===== src/rtl/mul8_acc.sv =====
// Sums ACC_LEN consecutive valid 8-bit products into one frame result with an overflow flag.
// Sum appears two cycles after the frame's last operand; no backpressure, one product per cycle.
module mul8_acc #(
    parameter int ACC_LEN = 8,
    parameter int ACC_W   = 16
) (
    input  logic             clk,
    input  logic             rst,
    input  logic             op_valid_i,
    input  logic             clear_i,
    input  logic [7:0]       p_i,
    output logic [ACC_W-1:0] sum_o,
    output logic             sum_valid_o,
    output logic             ovf_o,
    output logic [7:0]       cnt_o,
    output logic             busy_o
);

    typedef enum logic {
        S_IDLE = 1'b0,
        S_ACC  = 1'b1
    } state_t;

    localparam int         SW       = ACC_W + 1;
    localparam logic [7:0] LAST_CNT = 8'(ACC_LEN - 1);

    state_t           r_state;
    logic             r_v_d;
    logic [ACC_W-1:0] r_acc;
    logic [7:0]       r_cnt;
    logic             r_ovf_acc;
    logic [ACC_W-1:0] r_sum;
    logic             r_sum_vld;
    logic             r_ovf;

    state_t           w_state_nx;
    logic [ACC_W-1:0] w_acc_nx;
    logic [7:0]       w_cnt_nx;
    logic             w_ovf_acc_nx;
    logic [ACC_W-1:0] w_sum_nx;
    logic             w_sum_vld_nx;
    logic             w_ovf_nx;

    logic [ACC_W-1:0] w_p_ext;
    logic [SW-1:0]    w_add;
    logic             w_carry;

    assign w_p_ext = ACC_W'(p_i);
    assign w_add   = SW'(r_acc) + SW'(p_i);
    assign w_carry = w_add[ACC_W];

    // The strobe is delayed to line up with the multiplier's registered product.
    always_ff @(posedge clk or posedge rst) begin
        if (rst) begin
            r_v_d <= 1'b0;
        end else begin
            r_v_d <= op_valid_i & ~clear_i;
        end
    end

    always_ff @(posedge clk or posedge rst) begin
        if (rst) begin
            r_state   <= S_IDLE;
            r_acc     <= '0;
            r_cnt     <= '0;
            r_ovf_acc <= 1'b0;
            r_sum     <= '0;
            r_sum_vld <= 1'b0;
            r_ovf     <= 1'b0;
        end else begin
            r_state   <= w_state_nx;
            r_acc     <= w_acc_nx;
            r_cnt     <= w_cnt_nx;
            r_ovf_acc <= w_ovf_acc_nx;
            r_sum     <= w_sum_nx;
            r_sum_vld <= w_sum_vld_nx;
            r_ovf     <= w_ovf_nx;
        end
    end

    always_comb begin
        w_state_nx   = r_state;
        w_acc_nx     = r_acc;
        w_cnt_nx     = r_cnt;
        w_ovf_acc_nx = r_ovf_acc;
        w_sum_nx     = r_sum;
        w_sum_vld_nx = 1'b0;
        w_ovf_nx     = r_ovf;

        // Clear drops the partial frame but leaves the last completed result visible.
        if (clear_i) begin
            w_state_nx   = S_IDLE;
            w_acc_nx     = '0;
            w_cnt_nx     = '0;
            w_ovf_acc_nx = 1'b0;
        end else begin
            case (r_state)
                S_IDLE: begin
                    if (r_v_d) begin
                        if (ACC_LEN == 1) begin
                            w_sum_nx     = w_p_ext;
                            w_sum_vld_nx = 1'b1;
                            w_ovf_nx     = 1'b0;
                        end else begin
                            w_acc_nx     = w_p_ext;
                            w_cnt_nx     = 8'd1;
                            w_ovf_acc_nx = 1'b0;
                            w_state_nx   = S_ACC;
                        end
                    end
                end
                S_ACC: begin
                    if (r_v_d) begin
                        if (r_cnt == LAST_CNT) begin
                            w_sum_nx     = w_add[ACC_W-1:0];
                            w_ovf_nx     = r_ovf_acc | w_carry;
                            w_sum_vld_nx = 1'b1;
                            w_acc_nx     = '0;
                            w_cnt_nx     = '0;
                            w_ovf_acc_nx = 1'b0;
                            w_state_nx   = S_IDLE;
                        end else begin
                            w_acc_nx     = w_add[ACC_W-1:0];
                            w_cnt_nx     = r_cnt + 8'd1;
                            w_ovf_acc_nx = r_ovf_acc | w_carry;
                        end
                    end
                end
                default: begin
                    w_state_nx = S_IDLE;
                end
            endcase
        end
    end

    assign sum_o       = r_sum;
    assign sum_valid_o = r_sum_vld;
    assign ovf_o       = r_ovf;
    assign cnt_o       = r_cnt;
    assign busy_o      = (r_state == S_ACC);

endmodule


===== config.mk =====
export PLATFORM = sky130hd
export DESIGN_NAME = mul8_acc
export DESIGN_NICKNAME = d
export VERILOG_FILES = /design/src/rtl/mul8_acc.sv
export SDC_FILE = /design/constraint.sdc
export NUM_CORES = 1
export LEC_CHECK = 0
export BUFFER_PORTS_ARGS = -buffer_cell sky130_fd_sc_hd__buf_2
export CAP_MARGIN = 20
export CORE_MARGIN = 8
export CORE_UTILIZATION = 40
export CTS_BUF_LIST = sky130_fd_sc_hd__clkbuf_8
export DETAILED_ROUTE_END_ITERATION = 10
export PLACE_DENSITY = 0.63
export RECOVER_POWER = 100
export SKIP_CTS_REPAIR_TIMING = 1
export SYNTH_ARGS = -nofsm -noshare
export SYNTH_HDL_FRONTEND = slang
export SYNTH_SLANG_ARGS = --single-unit

===== constraint.sdc =====
create_clock -name clk -period 4.1 [get_ports clk]
set_input_delay 0.82 -clock clk [delete_from_list [all_inputs] [get_ports clk]]
set_output_delay 0.82 -clock clk [all_outputs]
set_load 0.02 [all_outputs]

==> results of run 1 <==
==> metrics by stage <==
stage / worst slack, ps / utilization, % / power [mW] / cell area (um2) / std cells
global route: 1230 / 46.4 / 0.902 / 2730 / 374
global placement: 1420 / 45.4 / 0.565 / 2670 / 365
CTS: 1660 / 47.1 / 0.877 / 2770 / 373
detailed placement: 1340 / 45.4 / 0.566 / 2670 / 365
floorplan: 1660 / - / 0.539 / 2430 / 262
finish: 1510 / 46.4 / 0.862 / 2730 / 374
==> cells in the mapped netlist (2+ instances only) <==
cell and count:
a211oi_1 2, a21o_1 2, a21oi_1 12, a21oi_2 2
a222oi_1 2, a22oi_1 6, a31oi_1 5, buf_2 4
clkbuf_1 6, dfrtp_1 45, ha_1 9, inv_1 12
nand2_1 30, nand3_1 8, nand4_1 4, nor2_1 20
nor2b_1 3, nor3_1 3, o2111ai_1 2, o211ai_1 5
o21ai_0 8, o21ai_1 27, o22ai_1 2, o31ai_1 3
o41ai_1 2, or3_1 5, xnor2_1 9, xor2_1 5
==> registers in the layout, indices dropped and copies added (netlist names) <==
signal and cells:
r_v_d 1, busy_o 1, sum_o 16, cnt_o 8
r_ovf_acc 1, sum_valid_o 1, ovf_o 1, r_acc 16
==> per-layer routing <==
layer	part of all wire (%)	wire, um	vias up
li1	-	-	1021
met1	47	2670	972
met2	46	2600	42
met5	0	0	-
met3	5.4	304	6
met4	1.1	61	0
==> logic make-up (layout without fill, tap and decap cells) <==
group / count (synthesis) / count (layout) / share of synthesized area [%]
AND/OR/NAND/NOR: 83 / 83 / 16.3
XOR/XNOR: 14 / 14 / 5.05
AO/OA/AOI/OAI: 86 / 86 / 22.6
flip-flops: 45 / 45 / 46.4
adder cells (fa/ha/maj): 10 / 10 / 5.47
buffers and inverters: 24 / 61 / 4.07
==> critical path, cell delays in order <==
cell	delay [ps]
clkbuf_1	90
ha_1	240
fa_1	420
a21oi_1	340
o221a_4	270
o21ai_0	220
xnor2_1	190
o21ai_0	180
==> cell type report <==
cell class                      instances  share of cell area [%]
Clock buffer                            7                    3.52
Clock inverter                          1                   0.183
Inverter                               13                    1.78
Multi-Input combinational cell        193                    43.9
Sequential cell                        45                    41.2
Tap cell                               75                    3.43
Timing Repair Buffer                   40                    6.00
==> final timing paths <==
path                                from  cells after the start  slack [ps]        end
worst max register to register  cnt_o[4]                      6        1530      ovf_o
max in group asynchronous            rst                      3        1780   sum_o[5]
worst max-delay path              p_i[0]                      8        1510   sum_o[8]
worst min-delay path            sum_o[0]                      2         480   sum_o[0]
min in group asynchronous            rst                      2         690  r_acc[15]
worst min register to register  sum_o[0]                      2         480   sum_o[0]
==> power breakdown <==
group          internal (mW)  total (mW)  leakage [nW]  switching [mW]
registers              0.450       0.458         0.623         0.00784
logic                 0.0346      0.0967         0.493          0.0621
clock network          0.153       0.307        0.0542           0.155
==> out/results.txt, run 1 <==
commonest register cell after synthesis: dfrtp_1
IR drop worst, VDD: 121 uV
hpwl dp: 4000 um
PD cells: 315 mW/mm2
Sequential Area: 0.00113 mm2
Vias: 2041
max-cap viol count: 0
CP Data Arrival Time: 2790 ps
Area Growth Syn to Fin: 12.7%
leakage: 1.17 nW
RSZ-0062 raised after global routing: no
layout cells sized above 1: 7.69%
Worst Max-Slew Pin Slew: 1230 ps
critical path launch point type: input pin
DR WL/cell: 15.1 um
Ports: 39
sequential area share after synthesis: 46.4%
Hold Path Class: reg -> reg
# nets final: 320
met3 Usage GRT: 4.24%
Initial Util: 41.2%
async set-reset flop share out of synthesis: 100%
Seq cells post-synth: 45
router iterations before antenna repair: 4
antenna-violating nets left: 0
CTS tree: done
EDFF count, synth: 0
GP Congestion: 0.839
Fin. Hold Viols: 0
max_slew headroom: 18.0%
CTS sink cnt: 45
final setup fails: 0
Root Buffer Master: clkbuf_8
Yosys warnings: 0
Syn Inst Count: 262
number of CTS-inserted buffers: 5
Fmax: 386 MHz
GRT overflow: 0
top cell type's share of synthesized area: 46.4%
multi-input gate area in the final layout: 0.00120 mm2
clk_skew: 8.71 ps
fin crit period: 2590 ps
antenna violations before repair: 0
cell taking the most area after synthesis: dfrtp_1
vias in the first global route: 2001
fin crit share: 63.2%
FP Rows: 28
Most Crowded Layer GR: met2
Skew-Pair Late Insertion Delay: 300 ps
critical path required time: 4300 ps
diode count: 0
Mapped Area: 0.00243 mm2
DRT Wirelength: 5630 um
filler instances: 619
commonest non-fill, non-tap cells in the layout: dfrtp_1 (45), nand2_1 (31), clkbuf_1 (31)
Worst setup EP type: register
gr usage total: 13.3%
post-synthesis cell type count: 47
Die X: 93.9 um
Area contributors post-synth: dfrtp_1 (46%), o21ai_1 (5.6%), ha_1 (4.6%), nand2_1 (4.6%), xnor2_1 (3.2%)
Die ar.: 0.00881 mm2
First DRT Iteration DRCs: 83
Avg Cell Area, Syn: 9.26 um2
Worst Path Max Fanout: 5
WHS: 478 ps
Final TNS setup: 0 ps
largest net degree at the start of global routing: 46
met2 Track Usage GR: 21.1%
Slew Viols, Final: 0
PortBufs: 38
Crit Path Class: in -> reg
DRC Markers: 0
grt met1 use: 16.5%
first-pass GRT wire length: 9390 um
Worst-path clk slew: 80 ps
clock buffer depth: 2
commonest non-fill, non-tap cell in the layout: dfrtp_1
htree depth: 2
status: finished, final reports clean
vias per cell: 5.46
Die Y: 93.9 um
core area: 0.00589 mm2
post-synthesis net count: 284
Note: power is estimated with default switching activity, not from simulation.
==> run 2: changes to the inputs <==
PLACE_DENSITY = 0.65   (was 0.63)
clock period = 2.2 ns   (was 4.1 ns; I/O delays follow)
==> run 2 against run 1 <==
First-iteration DRC count up 2.4%. Flip-flop and latch count unchanged. Register-to-register slack worse by 1400 ps. Setup slack worse by 1400 ps. Non-clock buffer count up 14. Die area unchanged. Utilization up 2.2 points. Combinational power up 110%. Cell area up 4.8%. Routed wire length down 1.2%. Via count up 2.2%. Critical path type is now reg -> reg.
==> out/results.txt, run 2 (synthesized netlist as in run 1, its figures left out) <==
critical path depth in cells: 7 (was 8)
PortBufs: 38 (unchanged)
# nets final: 334 (was 320)
FP Rows: 28 (unchanged)
Worst-path clk slew: 90 ps (was 80 ps)
clk_skew: 12.3 ps (was 8.71 ps)
fin crit period: 2050 ps
Skew-Pair Late Insertion Delay: 300 ps (about the same)
DR WL/cell: 14.3 um (was 15.1 um)
r2r worst-path depth: 7 (was 6)
slowest stage cell, crit path: fa_1 (unchanged)
DRC Markers: 0 (unchanged)
vias in the first global route: 2022 (was 2001)
status: finished, final reports clean (unchanged)
gr usage total: 13.2% (was 13.3%)
largest net degree at the start of global routing: 46 (unchanged)
PD cells: 595 mW/mm2 (was 315 mW/mm2)
DRT Wirelength: 5570 um (was 5630 um)
CTS tree: done (unchanged)
Initial Util: 41.2% (unchanged)
leakage: 1.26 nW (was 1.17 nW)
Die Y: 93.9 um (unchanged)
max-cap viol count: 0 (unchanged)
core area: 0.00589 mm2 (unchanged)
launching point of the worst reg2reg path: r_acc[0] (was cnt_o[4])
Die X: 93.9 um (unchanged)
Worst path top cell family by delay: compound AO/OA/AOI/OAI gates (unchanged)
CP cell instances: ha_1 > fa_1 > a21oi_2 > o221a_4 > o21ai_1 > o21ai_0 > a22o_1 (was clkbuf_1 > ha_1 > fa_1 > a21oi_1 > o221a_4 > o21ai_0 > xnor2_1 > o21ai_0)
R2R Path End: r_acc[8] (was ovf_o)
Hold Path Class: in -> reg (was reg -> reg)
Worst Max-Slew Pin Slew: 1110 ps (was 1230 ps)
diode count: 0 (unchanged)
Setup WS pre-CTS: -63.0 ps (was 1340 ps)
router iterations before antenna repair: 4 (unchanged)
number of CTS-inserted buffers: 5 (unchanged)
layout cells sized above 1: 12.5% (was 7.69%)
Fmax: 487 MHz
fin crit share: 93.3%
Area Growth Syn to Fin: 18.1% (was 12.7%)
Worst Setup SP: r_acc[0] (was p_i[0])
Post-Place Cell Area: 0.00279 mm2 (was 0.00267 mm2)
commonest non-fill, non-tap cell in the layout: dfrtp_1 (unchanged)
RSZ-0062 raised after global routing: no (unchanged)
Reg2Reg Setup Slack: 150 ps (was 1530 ps)
total power: 1.70 mW (was 862 uW)
Worst Setup EP: r_acc[8] (was sum_o[8])
CP Data Arrival Time: 2300 ps (was 2790 ps)
Slew Viols, Final: 0 (unchanged)
Worst Path Max Fanout: 5 (unchanged)
Die ar.: 0.00881 mm2 (unchanged)
vias per cell: 5.37 (was 5.46)
first-pass GRT wire length: 9450 um (was 9390 um)
antenna-violating nets left: 0 (unchanged)
filler instances: 586 (was 619)
CTS sink cnt: 45 (unchanged)
Crit path buffers/inverters: 0 (was 1)
post-route cell area: 0.00286 mm2 (was 0.00273 mm2)
htree depth: 2 (unchanged)
critical path's largest stage delay: 420 ps (about the same)
critical path required time: 2440 ps (was 4300 ps)
Fin. Hold Viols: 0 (unchanged)
Root Buffer Master: clkbuf_8 (unchanged)
max_slew headroom: 26.0% (was 18.0%)
critical path launch point type: register (was input pin)
Ports: 39 (unchanged)
hpwl dp: 4060 um (was 4000 um)
GP Congestion: 0.835 (was 0.839)
Crit Path Class: reg -> reg (was in -> reg)
IR drop worst, VDD: 326 uV (was 121 uV)
antenna violations before repair: 0 (unchanged)
Setup WS post-layout: 148 ps (was 1510 ps)
GRT overflow: 0 (unchanged)
final setup fails: 0 (unchanged)
Worst setup EP type: register (unchanged)
commonest non-fill, non-tap cells in the layout: dfrtp_1 (45), nand2_1 (30), clkbuf_1 (29) (was dfrtp_1 (45), nand2_1 (31), clkbuf_1 (31))
clock buffer depth: 2 (unchanged)
First DRT Iteration DRCs: 85 (was 83)
Vias: 2085 (was 2041)
run 2: per-layer routing:
layer	share of wire (%)	wire length (um)	GRT usage, %
met1	48	2690	17.1
met2	46	2570	21.2
met3	4.5	250	3.76
met4	1.0	56	3.17
met5	0	0	0
run 2: power by group:
group | total [mW] | internal, mW | leakage, nW | switching (mW)
Sequential | 0.848 | 0.839 | 0.623 | 0.00934
Clock | 0.649 | 0.366 | 0.0626 | 0.283
Combinational | 0.206 | 0.0818 | 0.570 | 0.125
Total | 1.70 | 1.29 | 1.26 | 0.417
run 2: worst min-delay path by stage:
| stage | startpoint | endpoint | slack [ps] | cells after the start |
|---|---|---|---|---|
| 5_1_grt | op_valid_i | r_v_d | 380 | 2 |
| 4_1_cts | rst | sum_o[13] | 290 | 3 |
| 2_1_floorplan | r_ovf_acc | r_ovf_acc | 460 | 2 |
| 3_3_place_gp | sum_o[7] | sum_o[7] | 460 | 2 |
| 3_5_place_dp | sum_o[1] | sum_o[1] | 460 | 2 |
| 6_report | op_valid_i | r_v_d | 350 | 2 |
run 2: final cells by class:
cell class,instances,area (um2),share of cell area (%)
Clock buffer,6,82.6,2.88
Multi-Input combinational cell,193,1200,42.0
Tap cell,75,93.8,3.28
Timing Repair Buffer,54,277,9.65
Inverter,13,48.8,1.70
Clock inverter,2,33.8,1.18
Sequential cell,45,1130,39.3
run 2: through the flow:
| stage | hold slack, ps | setup TNS (ps) | utilization (%) | cells |
|---|---|---|---|---|
| finish | 349 | 0 | 48.7 | 388 |
| global route | 377 | 0 | 48.7 | 388 |
| CTS | 290 | 0 | 49.4 | 388 |
| detailed placement | 464 | -208 | 47.4 | 380 |
| global placement | 456 | 0 | 47.4 | 380 |
| floorplan | 456 | 0 | - | 262 |
==> run 3: changes to the inputs <==
CORE_UTILIZATION = 45   (was 40)
PLACE_DENSITY = 0.74   (was 0.65)
==> run 3 against run 2 <==
Critical path depth down 1. Sequential power up 0.7%. Fmax up 1.4%.
==> out/results.txt, run 3 (synthesized netlist as in run 1, its figures left out) <==
status: finished, final reports clean (unchanged)
antenna violations before repair: 0 (unchanged)
gr usage total: 15.2% (was 13.2%)
largest net degree at the start of global routing: 26 (was 46)
Die ar.: 0.00800 mm2 (was 0.00881 mm2)
total power: 1.54 mW (was 1.70 mW)
first-pass GRT wire length: 9380 um (was 9450 um)
Die Y: 89.4 um (was 93.9 um)
vias per cell: 5.48 (was 5.37)
max-cap viol count: 0 (unchanged)
number of CTS-inserted buffers: 5 (unchanged)
Worst setup EP type: register (unchanged)
Ports: 39 (unchanged)
core area: 0.00517 mm2 (was 0.00589 mm2)
Setup WS post-layout: 177 ps (was 148 ps)
htree depth: 2 (unchanged)
placed insts: 374 (was 380)
Switching Power: 412 uW (was 417 uW)
Worst Path Max Fanout: 4 (was 5)
critical path required time: 2430 ps (was 2440 ps)
CTS sink cnt: 45 (unchanged)
Vias: 2094 (was 2085)
Slew Viols, Final: 0 (unchanged)
DRT Wirelength: 5500 um (was 5570 um)
RSZ-0062 raised after global routing: no (unchanged)
diode count: 0 (unchanged)
vias in the first global route: 1957 (was 2022)
Skew-Pair Late Insertion Delay: 300 ps (about the same)
slowest stage cell, crit path: or4_1 (was fa_1)
clock buffer depth: 2 (unchanged)
DRC Markers: 0 (unchanged)
Worst Max-Slew Pin Slew: 856 ps (was 1110 ps)
leakage: 1.23 nW (was 1.26 nW)
Sw Ratio: 26.7% (was 24.5%)
Area Growth Syn to Fin: 15.5% (was 18.1%)
critical path's largest stage delay: 470 ps (was 420 ps)
r2r worst-path depth: 6 (was 7)
commonest non-fill, non-tap cell in the layout: dfrtp_1 (unchanged)
part of the power in registers: 55.3% (was 49.8%)
Worst-path clk slew: 80 ps (was 90 ps)
FP Rows: 26 (was 28)
Hold Path Class: in -> async (was in -> reg)
internal power: 1.13 mW (was 1.29 mW)
# nets final: 333 (was 334)
critical path launch point type: register (unchanged)
antenna-violating nets left: 0 (unchanged)
First DRT Iteration DRCs: 135 (was 85)
IR drop worst, VDD: 289 uV (was 326 uV)
clock power share: 32.0% (was 38.1%)
commonest non-fill, non-tap cells in the layout: dfrtp_1 (45), nand2_1 (30), clkbuf_1 (29) (unchanged)
critical path depth in cells: 6 (was 7)
fin crit period: 2020 ps (was 2050 ps)
layout cells sized above 1: 12.2% (was 12.5%)
Cell Count, Final, Fillers Out: 382 (was 388)
final setup fails: 0 (unchanged)
Initial Util: 46.9% (was 41.2%)
PD cells: 551 mW/mm2 (was 595 mW/mm2)
CTS tree: done (unchanged)
clk_skew: 9.52 ps (was 12.3 ps)
max_slew headroom: 42.9% (was 26.0%)
Fin. Hold Viols: 0 (unchanged)
Crit path buffers/inverters: 0 (unchanged)
combinational fraction of design power: 12.7% (was 12.1%)
post-route cell area: 0.00280 mm2 (was 0.00286 mm2)
hpwl dp: 4080 um (was 4060 um)
fin crit share: 92.0% (was 93.3%)
Fmax: 494 MHz (was 487 MHz)
router iterations before antenna repair: 4 (unchanged)
GP Congestion: 0.853 (was 0.835)
GRT overflow: 0 (unchanged)
Post-Place Cell Area: 0.00278 mm2 (was 0.00279 mm2)
Root Buffer Master: clkbuf_8 (unchanged)
DR WL/cell: 14.4 um (was 14.3 um)
Setup WS pre-CTS: -82.5 ps (was -63.0 ps)
Worst path top cell family by delay: simple AND/OR/NAND/NOR gates (was compound AO/OA/AOI/OAI gates)
CP Data Arrival Time: 2250 ps (was 2300 ps)
Crit Path Class: reg -> reg (unchanged)
CP cell instances: ha_1 > nand3_1 > o221a_4 > o21a_1 > or4_1 > o211ai_1 (was ha_1 > fa_1 > a21oi_2 > o221a_4 > o21ai_1 > o21ai_0 > a22o_1)
Die X: 89.4 um (was 93.9 um)
PortBufs: 38 (unchanged)
run 3: changes by cell type in the layout (fill, tap and decap cells not counted), sizes merged:
cell,change
clkinv,+2
bufinv,-1
buf,-2
run 3: through the flow:
stage,hold WS [ps],util (%),TNS [ps]
global route,362,54.2,0
floorplan,456,-,0
CTS,185,55.3,0
finish,303,54.2,0
detailed placement,465,53.7,-259
global placement,456,53.7,-21.4
run 3: layout make-up:
type | count | area (um2)
multi-input combinational | 193 | 1200
inverter | 13 | 48.8
clock inverter | 3 | 13.8
timing repair buffer | 53 | 254
fill | 510 | 2370
clock buffer | 5 | 68.8
sequential | 45 | 1130
tap | 70 | 87.6
run 3: per-layer routing:
layer	vias up	global-route usage [%]	share of wire (%)
met1	1002	20.3	48
met5	-	0	0
met4	0	5.44	1.3
met2	44	22.9	45
li1	1041	-	-
met3	7	3.95	5.5
run 3: worst register-to-register path: stages, from the launching register on:
cell and delay [ps]:
dfrtp_1 390, ha_1 360, nand3_1 160, o221a_4 250, o21a_1 220, or4_1 470, o211ai_1 100
run 3: final timing paths:
| kind | from | slack, ps | end |
|---|---|---|---|
| max | r_acc[4] | 180 | r_acc[10] |
| min | rst | 300 | sum_o[8] |
| max reg2reg | r_acc[4] | 180 | r_acc[10] |
| min reg2reg | sum_o[7] | 480 | sum_o[7] |
| max in group asynchronous | rst | 800 | sum_o[1] |
| min in group clk | op_valid_i | 360 | r_v_d |
run 3: power by group through the flow:
stage	clock (mW)	sequential [mW]	combinational, mW
6_report	0.494	0.854	0.197
5_1_grt	0.554	0.856	0.223
4_1_cts	0.513	0.853	0.206
3_5_place_dp	0	0.869	0.205
3_3_place_gp	0	0.869	0.201
2_1_floorplan	0	0.866	0.138
